===== src/rtl/stall_ctrl.sv =====
// Pipeline stall controller: register-dependency and HI/LO hazard detection,
// multiply/divide busy tracking and a saturating stalled-cycle counter.
module stall_ctrl #(
   parameter int unsigned MULT_CYC = 5,
   parameter int unsigned DIV_CYC  = 10
) (
   input  logic        clk,
   input  logic        reset,
   input  logic        Req,
   input  logic [4:0]  rs_D,
   input  logic [4:0]  rt_D,
   input  logic [1:0]  Tuse_rs_D,
   input  logic [1:0]  Tuse_rt_D,
   input  logic [4:0]  A3_E,
   input  logic [4:0]  A3_M,
   input  logic [3:0]  Tnew_E,
   input  logic [3:0]  Tnew_M,
   input  logic        md_start_E,
   input  logic        md_div_E,
   input  logic        md_use_D,
   input  logic        stall_cnt_clr,
   output logic        en_F,
   output logic        en_D,
   output logic        clr_E,
   output logic        md_busy,
   output logic [3:0]  md_cnt,
   output logic [15:0] stall_cnt
);

   typedef enum logic {
      IDLE = 1'b0,
      BUSY = 1'b1
   } md_state_t;

   md_state_t   state_r;
   logic        md_busy_r;
   logic [3:0]  md_cnt_r;
   logic [15:0] stall_cnt_r;

   logic        hz_rs_s;
   logic        hz_rt_s;
   logic        hz_md_s;
   logic        stall_s;

   // A source register is hazardous if a younger-stage producer is not ready in time.
   function automatic logic src_hazard(
      input logic [4:0] src,
      input logic [1:0] tuse,
      input logic [4:0] a3_e,
      input logic [3:0] tnew_e,
      input logic [4:0] a3_m,
      input logic [3:0] tnew_m
   );
      logic hit_e;
      logic hit_m;
      hit_e = (src == a3_e) && (tnew_e > {2'b00, tuse});
      hit_m = (src == a3_m) && (tnew_m > {2'b00, tuse});
      return (src != 5'd0) && (hit_e || hit_m);
   endfunction

   // Hazard detection and pipeline enables; a flush request always wins over a stall.
   always_comb begin
      hz_rs_s = src_hazard(rs_D, Tuse_rs_D, A3_E, Tnew_E, A3_M, Tnew_M);
      hz_rt_s = src_hazard(rt_D, Tuse_rt_D, A3_E, Tnew_E, A3_M, Tnew_M);
      hz_md_s = md_use_D && (md_busy_r || md_start_E);
      if (Req) begin
         stall_s = 1'b0;
      end else begin
         stall_s = hz_rs_s || hz_rt_s || hz_md_s;
      end
      en_F  = ~stall_s;
      en_D  = ~stall_s;
      clr_E = stall_s;
   end

   // Multiply/divide occupancy FSM; a started operation runs to completion regardless of Req.
   always_ff @(posedge clk or negedge reset) begin
      if (!reset) begin
         state_r   <= IDLE;
         md_busy_r <= 1'b0;
         md_cnt_r  <= 4'd0;
      end else begin
         case (state_r)
            IDLE: begin
               if (md_start_E && !Req) begin
                  state_r   <= BUSY;
                  md_busy_r <= 1'b1;
                  md_cnt_r  <= md_div_E ? 4'(DIV_CYC) : 4'(MULT_CYC);
               end else begin
                  state_r   <= IDLE;
                  md_busy_r <= 1'b0;
                  md_cnt_r  <= 4'd0;
               end
            end
            BUSY: begin
               if (md_cnt_r <= 4'd1) begin
                  state_r   <= IDLE;
                  md_busy_r <= 1'b0;
                  md_cnt_r  <= 4'd0;
               end else begin
                  state_r   <= BUSY;
                  md_busy_r <= 1'b1;
                  md_cnt_r  <= md_cnt_r - 4'd1;
               end
            end
            default: begin
               state_r   <= IDLE;
               md_busy_r <= 1'b0;
               md_cnt_r  <= 4'd0;
            end
         endcase
      end
   end

   // Saturating stalled-cycle counter; clear beats increment.
   always_ff @(posedge clk or negedge reset) begin
      if (!reset) begin
         stall_cnt_r <= 16'd0;
      end else if (stall_cnt_clr) begin
         stall_cnt_r <= 16'd0;
      end else if (stall_s && (stall_cnt_r != 16'hFFFF)) begin
         stall_cnt_r <= stall_cnt_r + 16'd1;
      end else begin
         stall_cnt_r <= stall_cnt_r;
      end
   end

   assign md_busy   = md_busy_r;
   assign md_cnt    = md_cnt_r;
   assign stall_cnt = stall_cnt_r;

endmodule


===== config.mk =====
export PLATFORM = sky130hd
export DESIGN_NAME = stall_ctrl
export DESIGN_NICKNAME = d
export VERILOG_FILES = /design/src/rtl/stall_ctrl.sv
export SDC_FILE = /design/constraint.sdc
export NUM_CORES = 1
export LEC_CHECK = 0
export CAP_MARGIN = 20
export CORE_MARGIN = 5
export CORE_UTILIZATION = 45
export DETAILED_ROUTE_END_ITERATION = 12
export GPL_ROUTABILITY_DRIVEN = 0
export PLACE_DENSITY = 0.82
export SYNTH_ARGS = -nofsm -noshare
export SYNTH_HDL_FRONTEND = slang
export SYNTH_SLANG_ARGS = --single-unit

===== constraint.sdc =====
create_clock -name clk -period 3 [get_ports clk]
set_clock_uncertainty 0.1 [all_clocks]
set_input_delay 0.6 -clock clk [delete_from_list [all_inputs] [get_ports clk]]
set_output_delay 0.6 -clock clk [all_outputs]
set_load 0.02 [all_outputs]

==> run summary, run 1 <==
worst slew pin tran -> 0.7101 ns
register bit total from synthesis -> 21
Die Area -> 0.005147 mm^2
final hold vios -> 0
CP max FO -> 3
fill count -> 293
critical path arrival -> 2.23 ns
mux contribution to synthesized area -> 0.07075
core region area -> 0.003689 mm^2
CTS Hold Buffers Added -> 0
fin area -> 0.002636 mm^2
end of the worst register-to-register path -> stall_cnt[9]
number of port buffers -> 62
final setup vio count -> 0
Tot GR Track Use -> 0.1889
drt pass-1 iters -> 4
Post-Synth Simple-Gate Area -> 0.3085
outcome -> finished clean
XOR/XNOR Fraction of Synth Area -> 0.1072
register share of total power -> 0.357
nature of the critical path endpoint -> output pin
Post-Synthesis Cells -> 197
Worst slew margin -> 0.5251
final worst setup slack -> 0.06732 ns
Most used DFF post-synth -> dfrtp_1
die width -> 71.74 um
placed inst area -> 0.002459 mm^2
CTS tree -> built
Cell Int Power -> 0.6251 mW
Compound-Gate Fraction of Synth Area -> 0.08461
layout net count -> 323
Longest Clk Path Bufs -> 2
Reg area -> 525.5 um^2
Hold Path Class -> flop to flop
clk slew on worst S/H paths -> 0.09 ns
via count -> 1730
Clk pwr share -> 0.203
largest net degree at the start of global routing -> 23
CP startpoint -> rt_D[4]
area delta synth->final -> 53.68%
DRC viols -> 0
Placed Cells -> 314
Post-synth ARST share -> 1.000
sw frac -> 0.3672
Avg Inst Size Synth -> 8.708 um^2
switching pwr -> 0.3627 mW
fin crit share -> 0.9776
Top Ports -> 63
grt ovf -> 0
non-filler cells, final -> 320
CTS buffer count -> 3
Crit-path slowest cell -> or4_4
n_diodes -> 0
initial antenna violation count -> 0
largest family of logic cells by synthesized area -> simple AND/OR/NAND/NOR gates
sequential fraction of the synthesis area -> 0.3063
Antenna Violating Nets Remaining -> 0
Initial Util -> 0.4651
min Tclk post-route -> 2.933 ns
HPWL Detailed -> 3638 um
clock insertion delay at the later pin of the skew report -> 0.27 ns
clock root buffer master -> clkbuf_8
Worst setup SP type -> input port
site row count -> 22
Data required, critical path -> 2.30 ns
Core Util, Final -> 0.7147
Max Cap Violations -> 0
area share of fa/ha/maj cells after synthesis -> 0.08023
Routed WL -> 4813 um
r2r setup slk -> 0.77 ns
Iter 0 DRT Violations -> 112
layout cells sized above 1 -> 0.1949
max frequency -> 341.0 MHz
vias per inst -> 5.406
leakage power -> 1.124 nW
Critical Path Sink -> clr_E
Post-synth EDFFs -> 0
r2r worst-path depth -> 5
H-tree depth -> 1
Hold WS -> 0.4631 ns
Die Y -> 71.74 um
PwrDens -> 374.7 mW/mm^2
Slew Limit Fails -> 0
area of the multi-input gates -> 0.001235 mm^2
number of global-route vias before repair -> 1680
peak supply drop -> 353.5 uV
drt wl/cell -> 15.04 um
Synth cell types -> 39
post-synth net total -> 247
clk sinks -> 21
R2R Path Start -> stall_cnt[2]
first-pass GRT wire length -> 7734 um
Comb power frac -> 0.439
Warnings, synthesis -> 0
CP max stage delay -> 0.53 ns
cell area after synthesis -> 0.001715 mm^2
worst-path cell chain -> dlygate4sd2_1 > or4_4 > nor2_4 > nor4_2 > nand4_1 > and4_4 > or2_4 > inv_2 > buf_6
pre-CTS WS -> -0.7978 ns
Setup CP Type -> input port to output pin
-- power groups by stage --
stage | Sequential [mW] | Clock [mW] | Combinational [mW]
floorplan | 0.389 | 0 | 0.181
CTS | 0.352 | 0.202 | 0.419
finish | 0.353 | 0.201 | 0.434
global route | 0.360 | 0.221 | 0.474
detailed placement | 0.357 | 0 | 0.408
global placement | 0.357 | 0 | 0.398
-- flip-flops by register name (all words and copies together), names as in the netlist --
register,cells
md_cnt,4
md_busy,1
stall_cnt,16
-- layout make-up --
cell class	instances	area share
Inverter	10	0.01424
Timing Repair Buffer	77	0.2767
Clock buffer	3	0.01566
Tap cell	48	0.02278
Multi-Input combinational cell	160	0.4684
Sequential cell	21	0.1993
Clock inverter	1	0.002848
-- how the worst min path moves through the flow --
stage | startpoint | cells past startpoint | slack (ns) | to
after floorplan | reset | 0 | 0.20 | md_busy
after global routing | md_cnt[0] | 1 | 0.49 | md_cnt[0]
after detailed placement | md_cnt[0] | 1 | 0.44 | md_cnt[0]
after CTS | md_cnt[0] | 1 | 0.47 | md_cnt[0]
after global placement | md_busy | 2 | 0.44 | md_cnt[2]
final | md_cnt[0] | 1 | 0.46 | md_cnt[0]
-- per-stage QoR --
step / total power [mW] / TNS, ns
after floorplan: 0.5699 / 0
after global placement: 0.7547 / -3.594
after detailed placement: 0.7648 / -4.626
after CTS: 0.9733 / 0
after global routing: 1.055 / -0.01985
final: 0.9878 / 0
-- routing by layer --
layer  share of wire  GRT usage
met5               0          0
met4           0.020    0.06472
met3           0.030    0.02805
met2            0.54     0.3408
met1            0.41     0.2266
-- worst max-delay path, delay by kind of cell --
family,cells,cell delay (ns)
buffers and inverters,3,0.42
and+or+nand+nor,6,1.23
-- cells by family after synthesis --
logic type,Yosys count
compound gates,26
xor+xnor,21
fa+ha+maj,11
buf+inv,16
flops,21
mux,11
simple gates,91
-- cell usage after synthesis (7+ instances only) --
| cell type | n | area, um^2 |
|---|---|---|
| nor4_1 | 7 | 43.79 |
| dfrtp_1 | 21 | 525.5 |
| inv_1 | 10 | 37.54 |
| or3_1 | 7 | 43.79 |
| ha_1 | 11 | 137.6 |
| nand3_1 | 7 | 35.03 |
| xnor2_1 | 15 | 131.4 |
| mux2_1 | 9 | 101.4 |
| nor2b_1 | 12 | 75.07 |
| nand2_1 | 15 | 56.30 |
| nor2_1 | 14 | 52.55 |
| or4_1 | 7 | 52.55 |
| o21ai_0 | 13 | 65.06 |
-- what timing repair did --
action,in CTS,in global routing
pin swaps,22,14
setup buffers,1,1
gates resized for setup,53,22
endpoints found under the setup margin,5,3
-- cells in the final DEF, fill, tap and decap left out, types with 9 or more instances in the layout --
master	instances
buf_4	15
nor2_1	13
nand2_1	15
xnor2_1	15
nor2b_1	10
clkdlybuf4s50_1	35
mux2_1	9
o21ai_0	10
dfrtp_1	21
dlygate4sd2_1	13
Power figures use the tool's default switching activity.
==> inputs of run 2 (changes only) <==
- CAP_MARGIN: 20 -> not set
- CTS_CLUSTER_DIAMETER: not set -> 30
==> results of run 2 <==
Same layout as run 1: the final DEF is identical, and so are final timing and power.
==> inputs of run 3 (changes only) <==
- GPL_TIMING_DRIVEN: not set -> 1
==> results of run 3 <==
Same layout as run 1: the final DEF is identical, and so are final timing and power.
